--- src/rtl/snake_input_ctrl_pkg.sv ---
// Shared heading encoding and turn rules for the snake input path and the snake renderer.
package snake_pkg;

  typedef enum logic [1:0] {
    DIR_UP    = 2'b00,
    DIR_DOWN  = 2'b01,
    DIR_LEFT  = 2'b10,
    DIR_RIGHT = 2'b11
  } dir_t;

  localparam dir_t DIR_RESET = DIR_RIGHT;

  // Key slot of each raw button: k0 RIGHT, k1 DOWN, k2 UP, k3 LEFT.
  localparam int KEY_RIGHT = 0;
  localparam int KEY_DOWN  = 1;
  localparam int KEY_UP    = 2;
  localparam int KEY_LEFT  = 3;

  // Reverse heading shares the axis bit and flips the sense bit.
  function automatic logic is_reverse(input dir_t a, input dir_t b);
    return (a[1] == b[1]) && (a[0] != b[0]);
  endfunction

  // Simultaneous presses resolve k2 > k1 > k3 > k0.
  function automatic dir_t pick_press(input logic [3:0] press);
    dir_t d;
    if (press[KEY_UP])        d = DIR_UP;
    else if (press[KEY_DOWN]) d = DIR_DOWN;
    else if (press[KEY_LEFT]) d = DIR_LEFT;
    else                      d = DIR_RIGHT;
    return d;
  endfunction

endpackage

--- src/rtl/snake_input_ctrl_if.sv ---
// Board-side bundle of snake_input_ctrl: raw buttons/switch/vsync in, heading and step strobes out.
interface snake_input_ctrl_if;
  import snake_pkg::*;

  logic       k0;
  logic       k1;
  logic       k2;
  logic       k3;
  logic       pause;
  logic       vert_sync;

  // No valid/ready: step and turned are single-cycle strobes the consumer must
  // act on in the cycle they are high; dir is stable whenever step is low.
  dir_t       dir;
  logic       step;
  logic       turned;

  // Observation taps: pending heading, per-key press pulses, accepted held keys.
  dir_t       next_dir;
  logic [3:0] press;
  logic [3:0] held;

  modport master (
    output k0, k1, k2, k3, pause, vert_sync,
    input  dir, step, turned, next_dir, press, held
  );

  modport slave (
    input  k0, k1, k2, k3, pause, vert_sync,
    output dir, step, turned, next_dir, press, held
  );
endinterface

--- src/rtl/snake_input_ctrl_key_debounce.sv ---
// One pushbutton: 2-flop synchroniser, stability counter, accepted level and a press pulse on 1->0.
module key_debounce #(
  parameter int DEBOUNCE_CYCLES = 500000
) (
  input  logic clk,
  input  logic rst,
  input  logic key,
  output logic level,
  output logic press
);

  localparam int CW = (DEBOUNCE_CYCLES < 2) ? 1 : $clog2(DEBOUNCE_CYCLES);
  localparam logic [CW-1:0] LAST = CW'(DEBOUNCE_CYCLES - 1);

  logic          sync1;
  logic          sync2;
  logic          level_d;
  logic [CW-1:0] cnt;

  // The level is accepted on the DEBOUNCE_CYCLES-th consecutive differing sample;
  // press is registered from the accepted-level history, one cycle later.
  always_ff @(posedge clk or posedge rst) begin
    if (rst) begin
      sync1   <= 1'b1;
      sync2   <= 1'b1;
      cnt     <= '0;
      level   <= 1'b1;
      level_d <= 1'b1;
      press   <= 1'b0;
    end else begin
      sync1   <= key;
      sync2   <= sync1;
      level_d <= level;
      press   <= level_d & ~level;
      if (sync2 == level) begin
        cnt <= '0;
      end else if (cnt == LAST) begin
        cnt   <= '0;
        level <= sync2;
      end else begin
        cnt <= cnt + CW'(1);
      end
    end
  end

endmodule

--- src/rtl/snake_input_ctrl.sv ---
// Key conditioning, frame-rate step divider and heading registers for snake.
// Optional SNAKE_TURBO_EN: holding the key of the current heading halves the step period.
module snake_input_ctrl
  import snake_pkg::*;
#(
  parameter int DEBOUNCE_CYCLES = 500000,
  parameter int FRAMES_PER_STEP = 6
) (
  input  logic               clk50,
  input  logic               reset,
  snake_input_ctrl_if.slave  bus
);

  localparam logic [7:0] THR_FULL = 8'(FRAMES_PER_STEP);

  logic [3:0] key_raw;
  logic [3:0] key_level;
  logic [3:0] key_press;

  logic       pause_s1, pause_s2;
  logic       vs_s1, vs_s2, vs_d;
  logic       frame;

  logic [7:0] frame_cnt;
  logic [7:0] thr;
  logic       step;
  logic       turned;
  dir_t       cur_dir;
  dir_t       next_dir;

  logic       paused;
  logic       wrap;
  logic       step_now;
  dir_t       ref_dir;
  dir_t       press_dir;
  logic       take_press;

  assign key_raw = {bus.k3, bus.k2, bus.k1, bus.k0};

  for (genvar i = 0; i < 4; i++) begin : g_key
    key_debounce #(
      .DEBOUNCE_CYCLES(DEBOUNCE_CYCLES)
    ) u_key (
      .clk  (clk50),
      .rst  (reset),
      .key  (key_raw[i]),
      .level(key_level[i]),
      .press(key_press[i])
    );
  end

  // Frame pulse marks the end of the (active-low) vsync pulse.
  always_ff @(posedge clk50 or posedge reset) begin
    if (reset) begin
      pause_s1 <= 1'b1;
      pause_s2 <= 1'b1;
      vs_s1    <= 1'b1;
      vs_s2    <= 1'b1;
      vs_d     <= 1'b1;
      frame    <= 1'b0;
    end else begin
      pause_s1 <= bus.pause;
      pause_s2 <= pause_s1;
      vs_s1    <= bus.vert_sync;
      vs_s2    <= vs_s1;
      vs_d     <= vs_s2;
      frame    <= vs_s2 & ~vs_d;
    end
  end

  assign paused = pause_s2;

`ifdef SNAKE_TURBO_EN
  localparam int         THR_HALF = FRAMES_PER_STEP / 2;
  localparam logic [7:0] THR_FAST = 8'((THR_HALF < 1) ? 1 : THR_HALF);

  logic held_cur;

  always_comb begin
    held_cur = 1'b0;
    case (cur_dir)
      DIR_UP:    held_cur = ~key_level[KEY_UP];
      DIR_DOWN:  held_cur = ~key_level[KEY_DOWN];
      DIR_LEFT:  held_cur = ~key_level[KEY_LEFT];
      default:   held_cur = ~key_level[KEY_RIGHT];
    endcase
  end

  assign thr = held_cur ? THR_FAST : THR_FULL;
`else
  assign thr = THR_FULL;
`endif

  // ">=" lets a counter left above a freshly lowered threshold wrap on the next frame.
  always_comb begin
    wrap       = (frame_cnt >= (thr - 8'd1));
    step_now   = frame & ~paused & wrap;
    ref_dir    = step_now ? next_dir : cur_dir;
    press_dir  = pick_press(key_press);
    take_press = (|key_press) & ~paused & ~is_reverse(press_dir, ref_dir);
  end

  // cur_dir updates on the same edge that raises step, so dir only moves while step is high.
  always_ff @(posedge clk50 or posedge reset) begin
    if (reset) begin
      frame_cnt <= '0;
      step      <= 1'b0;
      turned    <= 1'b0;
      cur_dir   <= DIR_RESET;
      next_dir  <= DIR_RESET;
    end else begin
      step   <= step_now;
      turned <= step_now && (next_dir != cur_dir);
      if (step_now) begin
        frame_cnt <= '0;
        cur_dir   <= next_dir;
      end else if (frame && !paused) begin
        frame_cnt <= frame_cnt + 8'd1;
      end
      if (take_press) begin
        next_dir <= press_dir;
      end
    end
  end

  assign bus.dir      = cur_dir;
  assign bus.step     = step;
  assign bus.turned   = turned;
  assign bus.next_dir = next_dir;
  assign bus.press    = key_press;
  assign bus.held     = ~key_level;

endmodule

--- src/flat_wrapper.sv ---
// flat-port wrapper written by rule: the top's interface ports become plain ports
module snake_input_ctrl_flat import snake_pkg::*;
#(
  parameter int DEBOUNCE_CYCLES = 500000,
  parameter int FRAMES_PER_STEP = 6
)
  (clk50, reset, bus_k0, bus_k1, bus_k2, bus_k3, bus_pause, bus_vert_sync, bus_dir, bus_step, bus_turned, bus_next_dir, bus_press, bus_held);
  snake_input_ctrl_if bus_i ();
  input  logic clk50;
  input  logic reset;
  input wire logic [$bits(bus_i.k0)-1:0] bus_k0;
  input wire logic [$bits(bus_i.k1)-1:0] bus_k1;
  input wire logic [$bits(bus_i.k2)-1:0] bus_k2;
  input wire logic [$bits(bus_i.k3)-1:0] bus_k3;
  input wire logic [$bits(bus_i.pause)-1:0] bus_pause;
  input wire logic [$bits(bus_i.vert_sync)-1:0] bus_vert_sync;
  output wire logic [$bits(bus_i.dir)-1:0] bus_dir;
  output wire logic [$bits(bus_i.step)-1:0] bus_step;
  output wire logic [$bits(bus_i.turned)-1:0] bus_turned;
  output wire logic [$bits(bus_i.next_dir)-1:0] bus_next_dir;
  output wire logic [$bits(bus_i.press)-1:0] bus_press;
  output wire logic [$bits(bus_i.held)-1:0] bus_held;
  assign bus_i.k0 = bus_k0;
  assign bus_i.k1 = bus_k1;
  assign bus_i.k2 = bus_k2;
  assign bus_i.k3 = bus_k3;
  assign bus_i.pause = bus_pause;
  assign bus_i.vert_sync = bus_vert_sync;
  assign bus_dir = bus_i.dir;
  assign bus_step = bus_i.step;
  assign bus_turned = bus_i.turned;
  assign bus_next_dir = bus_i.next_dir;
  assign bus_press = bus_i.press;
  assign bus_held = bus_i.held;
  snake_input_ctrl #(.DEBOUNCE_CYCLES(DEBOUNCE_CYCLES), .FRAMES_PER_STEP(FRAMES_PER_STEP)) u_core (.clk50(clk50), .reset(reset), .bus(bus_i));
endmodule
--- config.mk ---
export PLATFORM = sky130hd
export DESIGN_NAME = snake_input_ctrl_flat
export DESIGN_NICKNAME = d
export VERILOG_FILES = /design/src/rtl/snake_input_ctrl_pkg.sv /design/src/rtl/snake_input_ctrl_if.sv /design/src/rtl/snake_input_ctrl_key_debounce.sv /design/src/rtl/snake_input_ctrl.sv /design/src/flat_wrapper.sv
export SDC_FILE = /design/constraint.sdc
export NUM_CORES = 1
export LEC_CHECK = 0
export ABC_AREA = 1
export CAP_MARGIN = 10
export CORE_ASPECT_RATIO = 0.9
export CORE_MARGIN = 5
export CORE_UTILIZATION = 61
export CTS_CLUSTER_DIAMETER = 200
export CTS_CLUSTER_SIZE = 40
export DETAILED_ROUTE_END_ITERATION = 6
export PLACE_DENSITY = 0.87
export SLEW_MARGIN = 20
export SYNTH_ARGS = -nofsm -noshare
export SYNTH_HDL_FRONTEND = slang
export SYNTH_SLANG_ARGS = --single-unit
--- constraint.sdc ---
create_clock -name clk50 -period 4.6 [get_ports clk50]
set_input_delay 0.92 -clock clk50 [delete_from_list [all_inputs] [get_ports clk50]]
set_output_delay 0.92 -clock clk50 [all_outputs]
set_load 0.01 [all_outputs]
-- After elaboration in Yosys (flattened, before gate mapping)
Index checks and enable logic that the tools add are counted.
- register bits after elaboration: 116
- input port bits: 8
- output and inout port bits: 14
- logic and storage cells: 97
- add/subtract/negate cells: 5
- magnitude comparators: 1
- equal/unequal tests: 11
- muxes and demuxes: 14
- bitwise gates (word level): 21
- reductions and logical operators: 10
- operator list (cell ; count):
    19-bit 2-to-1 mux ; 8
    19-bit by 1-bit adder with 19-bit output (second input constant) ; 4
    19-bit == test (second input constant) ; 4
    8-bit 2-to-1 mux ; 2
    1-bit inverter ; 11
    1-bit bitwise AND ; 9
    8-bit by 1-bit adder with 8-bit output (second input constant) ; 1
    8-bit by 3-bit >= comparator with 1-bit output (second input constant) ; 1
    2-bit AND reduction ; 4
    2-bit 2-to-1 mux ; 3
    1-bit == test ; 5
    4-bit inverter ; 1
    4-bit OR reduction ; 1
    1-bit logical AND ; 3
    2-bit != test ; 1
    2-bit nonzero test ; 1
    1-bit logical NOT ; 1
    1-bit 2-to-1 mux ; 1
    1-bit != test ; 1

-- Depth between registers and ports, before layout
Gate-level depths: netlist (run 1).
- depth in word-level cells: 8
- depth in mapped cells: 14
- mapped depth without buffers: 14

-- Modules after synthesis
From an unflattened synthesis (run 1), not the netlist that was laid out.
- cells, all modules: 724
- area, all modules: 6102.1 µm²
- by module, submodules not included (module ; instances ; cells each ; area an instance (µm²) ; seq. area each (µm²)):
    key_debounce ; 4 ; 155 ; 1290.0 ; 605.6
    snake_input_ctrl ; 1 ; 104 ; 942.2 ; 511.7

-- Worst setup path after synthesis (run 1)
No wires, ideal clock.
- path type: reg2reg
- start point: register u_core.g_key[2].u_key.cnt[0]
- end point: register u_core.g_key[2].u_key.cnt[16]
- setup time: 0.119 ns
- data arrival time: 1.467 ns
- data required time: 4.481 ns
- slack: 3.014 ns
- cell stages (with the launch flop): 11
- buffers on the path: 0
- clock period less this slack: 1.586 ns
- cell sequence: dfrtp_1 > ha_1 > nand4_2 > nor2_4 > nand3_2 > nor2_2 > inv_2 > nor2_4 > nand3_1 > nand2_1 > nor2_1
- cells in the longest elaborated chain, start to end: 3
- elaborated cells between the ends (all ways): 4
- those cells by class: add/sub: 1; eq/ne: 1; mux: 2
- ends and longest elaborated chain (element ; line ; text):
    from (decl) ; snake_input_ctrl_key_debounce.sv:18 ; logic [CW-1:0] cnt;
    from (signal assigned) ; snake_input_ctrl_key_debounce.sv:41 ; cnt <= cnt + CW'(1);
    19-bit by 1-bit adder with 19-bit output or 19-bit == test (tied branches) ; snake_input_ctrl_key_debounce.sv:41, snake_input_ctrl_key_debounce.sv:37 ;
    19-bit 2-to-1 mux * ; snake_input_ctrl_key_debounce.sv:37 ; end else if (cnt == LAST) begin
    19-bit 2-to-1 mux * ; snake_input_ctrl_key_debounce.sv:35 ; if (sync2 == level) begin
Every way passes the cells marked *; elsewhere a longest branch is shown, timed or not.
A chain may end at the register's enable or synchronous reset.

-- Worst setup path in the final report (run 1)
- start point: register u_core.next_dir[0] (netlist: u_core.bus.next_dir[0])
- end point: output bus_next_dir[0]
- RTL lines (element ; line ; text):
    from (decl) ; snake_input_ctrl.sv:29 ; dir_t next_dir;
    from (signal assigned) ; snake_input_ctrl.sv:121 ; next_dir <= press_dir;
    to (decl) ; flat_wrapper.sv:20 ; output wire logic [$bits(bus_i.next_dir)-1:0] bus_next_dir;
No word-level cell between the ends.

==> flow_summary.ini, run 1 <==
[timing]
maxSlewViolCount = 0
tns_ns = 0
finalCriticalPeriod_ns = 2.54
tightest_slew_ns = 0.876
rsz0062_at_grt = no
finalClockSkew_ns = 0.00921
final-setup-viol-count = 0
finalCritPeriodShare_pct = 55.2
hold_viol_final = 0
max_freq_ghz = 0.394
fin_ws_ns = 2.06
slew_headroom_pct = 41.4

[routing]
firstDrtPassIters = 5
drtAntennaViolNets = 0
wirelength_mm = 13.5
initialDrtViolationCount = 353
dr_total_vias = 5002
vias_per_cell = 5.78
wl_per_cell_um = 15.6
route.detailed.drc = 0

[grt]
grt_use_total_pct = 25.0
grt_max_degree = 74
grt_pass1_wl_mm = 23.1
antenna_found_initial = 0
first_global_vias = 4992
gr-total-overflow = 0

[clock_network]
cts_buffer_depth = 2
cts_setup_buffers = 0
numCtsBuffers = 17
hold_buffers = 0
htreeDepth = 4
cts-resized-gates = 0
cts.reportedPaths.clkPinSlew_ns = 0.05
cts_sinks = 116
insertion_delay_ns = 0.51
ctsRootBufferMaster = clkbuf_8
tritoncts = yes

[place]
portBuffers = 21
place_ws_ns = 2.17
dpl.hpwl_mm = 8.85
gp_congestion = 0.941

[logic_synthesis]
yosysWarnings = 0
synth-edff-count = 0
synth_seq_area_share_pct = 50.2
syn_area_um2 = 5840
syn_avg_cell_area_um2 = 8.41
ys_types = 40
syn_inst = 695
synth-main-ff-cell = dfrtp_1
async_flop_share_pct = 100
ys_ff_latch = 116
synth_fp_nets = 710

[cells_and_area]
final_common_cell = nor2_1
fin_nets = 746
n_antenna_cell = 0
drive_gt1_share_pct = 13.3
seq_area_um2 = 2930
mostFrequentLayoutCells = 108 x nor2_1, 105 x inv_1, 104 x nand2_1
multi_input_area_um2 = 2460
fillers = 655
area_growth_pct = 15.3

[pwr]
report.power.total_uw = 2420
power_density_nw_per_um2 = 359
leakage_uw = 0.00300
peakVddDrop_v = 0.000290

[setup_path]
cp-startpoint = u_core.bus.next_dir[0]
start_kind = flop
critPathKind = reg -> out
path_cells = clkdlybuf4s50_1
endpoint_kind = output pin
cp_num_cells = 1
cp_slowest_cell = dfstp_2
r2r_cells = 9
r2r-end = u_core.bus.next_dir[0]
path_delay_family = flip-flops
cp.required_ns = 3.68
worstPathArrival_ns = 1.62
critPathMaxFanout = 5
cp_num_buf_inv = 1
r2r-start = u_core.pause_s2
r2r_slack_ns = 2.47
slowest_delay_ns = 0.57
cp-endpoint = bus_next_dir[0]

[run_status]
status = finished, final reports clean

[run]
maxCapViolations = 0

[die]
coreArea_um2 = 9250
fp.dieH_um = 103
die_x_um = 113
rows = 33
start_util_pct = 63.2
dieArea_um2 = 11600
io_pins = 22

[min_path]
hp-class = reg -> reg
## power by group
part / total, uW / internal (uW) / switching (uW)
clock: 1220 / 784 / 431
sequential: 1080 / 1060 / 27.5
combinational: 119 / 39.2 / 80.1
## layer usage
metal,vias to the layer above,track usage [%],routed length (um)
li1,2348,-,-
met2,223,42.2,6610
met4,0,11.3,423
met1,2382,30.6,5580
met5,-,0,0
met3,49,6.69,911
## worst min path at each step
stage / startpoint / to / slack [ns] / cells after the start
floorplan: u_core.g_key[0].u_key.sync1 / u_core.g_key[0].u_key.sync2 / 0.35 / 0
global placement: u_core.g_key[2].u_key.sync1 / u_core.g_key[2].u_key.sync2 / 0.35 / 0
detailed placement: u_core.g_key[1].u_key.sync1 / u_core.g_key[1].u_key.sync2 / 0.35 / 0
CTS: u_core.g_key[1].u_key.sync1 / u_core.g_key[1].u_key.sync2 / 0.36 / 0
global route: u_core.g_key[1].u_key.sync1 / u_core.g_key[1].u_key.sync2 / 0.36 / 0
finish: u_core.g_key[1].u_key.sync1 / u_core.g_key[1].u_key.sync2 / 0.36 / 0
## cells in the mapped netlist (7+ instances only)
cell	count	area, um^2
ha_1	7	87.6
o21ai_0	13	65.1
a21oi_1	25	125
nand4_1	39	244
xor2_1	20	175
nor3_1	24	120
nor2_1	108	405
dfrtp_1	91	2280
nor2_2	8	50.1
inv_1	106	398
nand2_1	104	390
nand3_1	54	270
dfstp_2	25	657
## metrics by stage
stage / instance area (um^2) / std cells / util (%) / hold slack (ns)
floorplan: 5840 / 695 / - / 0.345
global placement: 6180 / 834 / 66.9 / 0.346
detailed placement: 6180 / 834 / 66.9 / 0.348
CTS: 6740 / 866 / 72.8 / 0.355
global route: 6740 / 866 / 72.8 / 0.361
finish: 6740 / 866 / 72.8 / 0.355
## area by class of cell
type,count,share of cell area [%]
sequential,116,43.6
clock buffer,27,7.45
tap,122,2.27
multi-input combinational,463,36.5
inverter,110,6.17
timing repair buffer,23,3.34
clock inverter,5,0.743
## flip-flops by register name, summed over array words and instances, names as in the netlist, 2 cells and up
register / flops
u_core.bus.dir: 2
u_core.g_key.u_key.level: 4
u_core.g_key.u_key.press: 4
u_core.g_key.u_key.level_d: 4
u_core.g_key.u_key.cnt: 76
u_core.g_key.u_key.sync2: 4
u_core.frame_cnt: 8
u_core.bus.next_dir: 2
u_core.g_key.u_key.sync1: 4
## kinds of logic (layout without fill, tap and decap cells)
logic type,count (synthesis),after routing,synth area share (%)
compound gates,63,63,6.34
xor+xnor,23,23,3.45
fa+ha+maj,7,7,1.50
buf+inv,116,165,7.75
flops,116,116,50.2
mux,3,3,0.578
simple gates,367,367,30.2
No activity file was read; power rests on OpenSTA's default activity.
==> run 2: changes to the inputs <==
==> constraint.sdc (replaced) <==
create_clock -name clk50 -period 2.5 [get_ports clk50]
set_input_delay 0.5 -clock clk50 [delete_from_list [all_inputs] [get_ports clk50]]
set_output_delay 0.5 -clock clk50 [all_outputs]
set_load 0.01 [all_outputs]
==> flow_summary.ini, run 2 (synthesis gave the netlist of run 1 again) <==
[clock_network]
hold_buffers = 0
insertion_delay_ns = 0.52
ctsRootBufferMaster = clkbuf_8
cts_buffer_depth = 2
cts_sinks = 116
cts-resized-gates = 0
tritoncts = yes
cts.reportedPaths.clkPinSlew_ns = 0.06
numCtsBuffers = 17
cts_setup_buffers = 0
htreeDepth = 4

[timing]
final-setup-viol-count = 0
tns_ns = 0
rsz0062_at_grt = no
finalCriticalPeriod_ns = 2.16
maxSlewViolCount = 0
max_freq_ghz = 0.463
fin_ws_ns = 0.338
hold_viol_final = 0
tightest_slew_ns = 0.878
slew_headroom_pct = 41.2
finalClockSkew_ns = 0.00687
finalCritPeriodShare_pct = 86.5

[die]
coreArea_um2 = 9250
start_util_pct = 63.2
io_pins = 22
dieArea_um2 = 11600
fp.dieH_um = 103
rows = 33
die_x_um = 113

[cells_and_area]
regMostFlops = u_core.g_key.u_key.cnt
n_antenna_cell = 0
fin_nets = 746
top_regs = u_core.g_key.u_key.cnt (76), u_core.frame_cnt (8)
finalNonFillerCells = 866
final_common_cell = nor2_1
mostFrequentLayoutCells = 108 x nor2_1, 105 x inv_1, 104 x nand2_1
area_growth_pct = 17.1
largest_reg_flops = 76
drive_gt1_share_pct = 14.0

[place]
dpl.hpwl_mm = 8.96
dp.cells = 834
place_ws_ns = 0.454
gp_congestion = 0.965
portBuffers = 21

[setup_path]
r2r_cells = 10
path_cells = inv_1 > clkdlybuf4s50_1
start_kind = flop
slowest_delay_ns = 0.58
worstPathArrival_ns = 1.66
cp.required_ns = 2.00
cp-startpoint = u_core.g_key[1].u_key.level
endpoint_kind = output pin
cp_slowest_cell = dfstp_2
critPathMaxFanout = 4
r2r-start = u_core.frame
critPathKind = reg -> out

[routing]
route.detailed.drc = 0
vias_per_cell = 5.82
initialDrtViolationCount = 394
wl_per_cell_um = 15.6
firstDrtPassIters = 5
drtAntennaViolNets = 0
wirelength_mm = 13.5
dr_total_vias = 5044

[pwr]
power_density_nw_per_um2 = 697
leakage_uw = 0.00303
peakVddDrop_v = 0.000594
report.power.total_uw = 4770

[grt]
gr-total-overflow = 0
antenna_found_initial = 0
first_global_vias = 5065
grt_pass1_wl_mm = 23.5
grt_max_degree = 51
grt_use_total_pct = 25.5

[min_path]
hold_depth = 0
min_from = u_core.g_key[2].u_key.sync1
hp-class = reg -> reg

[run]
maxCapViolations = 0

[run_status]
status = finished, final reports clean
## run 2: final timing paths
kind | slack [ns] | to
hold reg to reg | 0.36 | u_core.g_key[2].u_key.sync2
min in group asynchronous | 0.39 | u_core.g_key[1].u_key.cnt[17]
max in group asynchronous | 1.43 | u_core.vs_s2
setup / recovery | 0.34 | bus_held[1]
setup reg to reg | 0.36 | u_core.bus.next_dir[0]
hold / removal | 0.36 | u_core.g_key[2].u_key.sync2
## run 2: power by group
| part | switching, uW | internal [uW] | total [uW] |
|---|---|---|---|
| registers | 49.9 | 1940 | 1990 |
| logic | 144 | 75.3 | 220 |
| clock network | 861 | 1700 | 2560 |
## run 2: worst max-delay path, delay by kind of cell (launching register included)
kind                   cells  cell delay, ns
buffers and inverters      2            0.56
DFF                        1            0.58
## run 2: stage by stage
step	utilization [%]	instance area (um^2)	hold WS [ns]
2_1_floorplan	-	5850	0.345
6_report	74.0	6840	0.355
3_3_place_gp	67.1	6210	0.346
3_5_place_dp	67.1	6210	0.347
4_1_cts	74.0	6840	0.355
5_1_grt	74.0	6840	0.358
## run 2: final cells by class
cell class	count	area, um^2
sequential	116	2930
multi-input combinational	463	2460
fill	610	2410
clock buffer	20	455
inverter	110	417
timing repair buffer	23	250
clock inverter	12	176
tap	122	153
## run 2: metal layers
layer | global-route usage, % | share of wire (%) | wire length, um
met5 | 0 | 0 | 0
met4 | 11.0 | 2.9 | 392
met3 | 7.45 | 8.2 | 1110
met2 | 41.2 | 48 | 6440
met1 | 32.6 | 41 | 5580
==> run 3: changes to the inputs <==
--- a/config.mk
+++ b/config.mk
@@ -9,12 +9,13 @@
 export CAP_MARGIN = 10
 export CORE_ASPECT_RATIO = 0.9
 export CORE_MARGIN = 5
-export CORE_UTILIZATION = 61
+export CORE_UTILIZATION = 60
 export CTS_CLUSTER_DIAMETER = 200
 export CTS_CLUSTER_SIZE = 40
 export DETAILED_ROUTE_END_ITERATION = 6
-export PLACE_DENSITY = 0.87
+export PLACE_DENSITY = 0.85
 export SLEW_MARGIN = 20
 export SYNTH_ARGS = -nofsm -noshare
 export SYNTH_HDL_FRONTEND = slang
+export SYNTH_HIERARCHICAL = 1
 export SYNTH_SLANG_ARGS = --single-unit
==> flow_summary.ini, run 3 <==
[routing]
firstDrtPassIters = 7
route.detailed.drc = 1
initialDrtViolationCount = 421
drtAntennaViolNets = 0
wl_per_cell_um = 14.2
wirelength_mm = 12.9
vias_per_cell = 5.21
dr_total_vias = 4737

[run]
maxCapViolations = 0

[cells_and_area]
fin_nets = 782
top_regs = u_core/g_key.u_key/cnt (76), u_core/frame_cnt (8)
seq_area_um2 = 2930
n_antenna_cell = 0
final_common_cell = nor2_1
drive_gt1_share_pct = 23.1
regMostFlops = u_core/g_key.u_key/cnt
mostFrequentLayoutCells = 139 x nor2_1, 117 x nand2_1, 95 x inv_1
multi_input_area_um2 = 2750
area_growth_pct = 16.7
fillers = 730
largest_reg_flops = 76

[setup_path]
slowest_delay_ns = 0.58
path_cells = inv_1 > clkdlybuf4s50_1
r2r_cells = 14
r2r_slack_ns = 0.85
start_kind = flop
worstPathArrival_ns = 1.51
critPathKind = reg -> out
endpoint_kind = output pin
cp_slowest_cell = dfstp_2
cp.required_ns = 2.00
critPathMaxFanout = 5
r2r-start = u_core/frame_cnt[1]
r2r-end = u_core/bus.next_dir[1]

[run_status]
status = finished with violations
failed_checks = DRC

[place]
place_ws_ns = 0.880
gp_congestion = 0.952
dpl.hpwl_mm = 8.76
portBuffers = 21

[logic_synthesis]
synthTopCellsByCount = 139 x nor2_1, 117 x nand2_1, 95 x inv_1, 91 x dfrtp_1, 48 x nand3_1
ys_ff_latch = 116
yosysMostFrequentCell = nor2_1
synth_top_area_share_pct = 37.3
synth_top_area_cell = dfrtp_1
syn_avg_cell_area_um2 = 8.43
ys_types = 31
synth_fp_nets = 739
synth-main-ff-cell = dfrtp_1
async_flop_share_pct = 100
syn_inst = 724
synth-edff-count = 0
syn_area_um2 = 6100
yosysWarnings = 6
ys_top_cells_by_area = dfrtp_1 37%, dfstp_2 11%, nor2_1 8.6%, nand2_1 7.2%, inv_1 5.8%
synth_seq_area_share_pct = 48.1

[grt]
grt_use_total_pct = 23.4
grt_pass1_wl_mm = 22.6
grtUsageMet2_pct = 37.2
grt_max_degree = 25
first_global_vias = 4887
grt_busiest_layer = met2
gr-total-overflow = 0
grtUsageMet3_pct = 6.95
grt_use_met1_pct = 29.6
antenna_found_initial = 0

[timing]
hold_viol_final = 0
final-setup-viol-count = 0
max_freq_ghz = 0.496
rsz0062_at_grt = no
finalCriticalPeriod_ns = 2.01
finalClockSkew_ns = 0.00997
maxSlewViolCount = 0
tightest_slew_ns = 0.767
fin_ws_ns = 0.485
slew_headroom_pct = 48.8
finalCritPeriodShare_pct = 80.6
tns_ns = 0

[min_path]
hold_depth = 0
min_from = u_core/g_key[1].u_key/sync1
hp-class = reg -> reg
whs_endpoint = u_core/g_key[1].u_key/sync2

[die]
die_x_um = 116
io_pins = 22
start_util_pct = 60.6
rows = 35
fp.dieH_um = 106
dieArea_um2 = 12300
coreArea_um2 = 10100

[clock_network]
cts-resized-gates = 0
cts_sinks = 116
insertion_delay_ns = 0.41
cts_setup_buffers = 0
htreeDepth = 4
tritoncts = yes
cts.reportedPaths.clkPinSlew_ns = 0.06
cts_buffer_depth = 2
hold_buffers = 0
ctsRootBufferMaster = clkbuf_16
numCtsBuffers = 17

[pwr]
leakage_uw = 0.00296
power_density_nw_per_um2 = 676
peakVddDrop_v = 0.000537
run 3: cell count changes in the layout (fill, tap and decap cells not counted), moves of 8 or more:
cell     before  now
inv_1       105   95
nand2_2       4   33
nor2_1      108  139
o21ai_0      13    2
nand4_1      39    9
a21oi_1      25   17
nand2_1     104  117
nor3_1       24    4
nor2_4        4   14
nor2_2        8   33
run 3: metal layers:
layer  vias to the layer above  routed length (um)
li1                       2326                   -
met1                      2271                5470
met2                       117                6550
met3                        23                 633
met4                         0                 281
met5                         -                   0
run 3: logic make-up (layout without fill, tap and decap cells):
kind of cell             after synthesis  after routing  share of synthesized area, %
flip-flops                           116            116                          48.1
adder cells (fa/ha/maj)                7              7                          1.44
XOR/XNOR                              34             34                          5.37
AND/OR/NAND/NOR                      415            415                          33.7
AO/OA/AOI/OAI                         44             44                          4.57
buffers and inverters                108            164                          6.83
run 3: critical path: cells and delay by family, from the launching register on:
family   cells  cell delay [ns]
buf+inv      2             0.52
flops        1             0.58
run 3: worst max-delay path by stage:
stage / from / end / slack, ns / cells past startpoint
final: u_core/g_key[2].u_key/level / bus_held[2] / 0.49 / 2
after global placement: u_core/g_key[1].u_key/level / bus_held[1] / 0.92 / 2
after detailed placement: u_core/frame_cnt[1] / u_core/bus.next_dir[0] / 0.88 / 14
after global routing: u_core/g_key[3].u_key/level / bus_held[3] / 0.42 / 2
after CTS: u_core/g_key[3].u_key/level / bus_held[3] / 0.46 / 2
after floorplan: u_core/frame_cnt[0] / u_core/bus.next_dir[0] / 1.10 / 13
run 3: power breakdown:
group          internal (uW)  switching [uW]
combinational           99.1             195
clock                   1700             831
sequential              1950            49.2
total                   3740            1080
run 3: cell type report:
class                   instances  area share [%]
well taps                     129            2.27
inverters                     107            5.78
multi-input cells             500            38.6
clock inverters                 8            1.70
clock buffers                  24            7.04
flip-flops and latches        116            41.2
repair buffers                 25            3.37
run 3: per-stage QoR:
| stage | area, um^2 | power, uW | hold slack (ns) | std cells | util, % |
|---|---|---|---|---|---|
| 2_1_floorplan | 6100 | 2230 | 0.345 | 724 | - |
| 3_3_place_gp | 6500 | 2280 | 0.346 | 877 | 64.5 |
| 3_5_place_dp | 6500 | 2320 | 0.347 | 877 | 64.5 |
| 4_1_cts | 7120 | 4860 | 0.356 | 909 | 70.7 |
| 5_1_grt | 7120 | 5000 | 0.362 | 909 | 70.7 |
| 6_report | 7120 | 4820 | 0.355 | 909 | 70.7 |
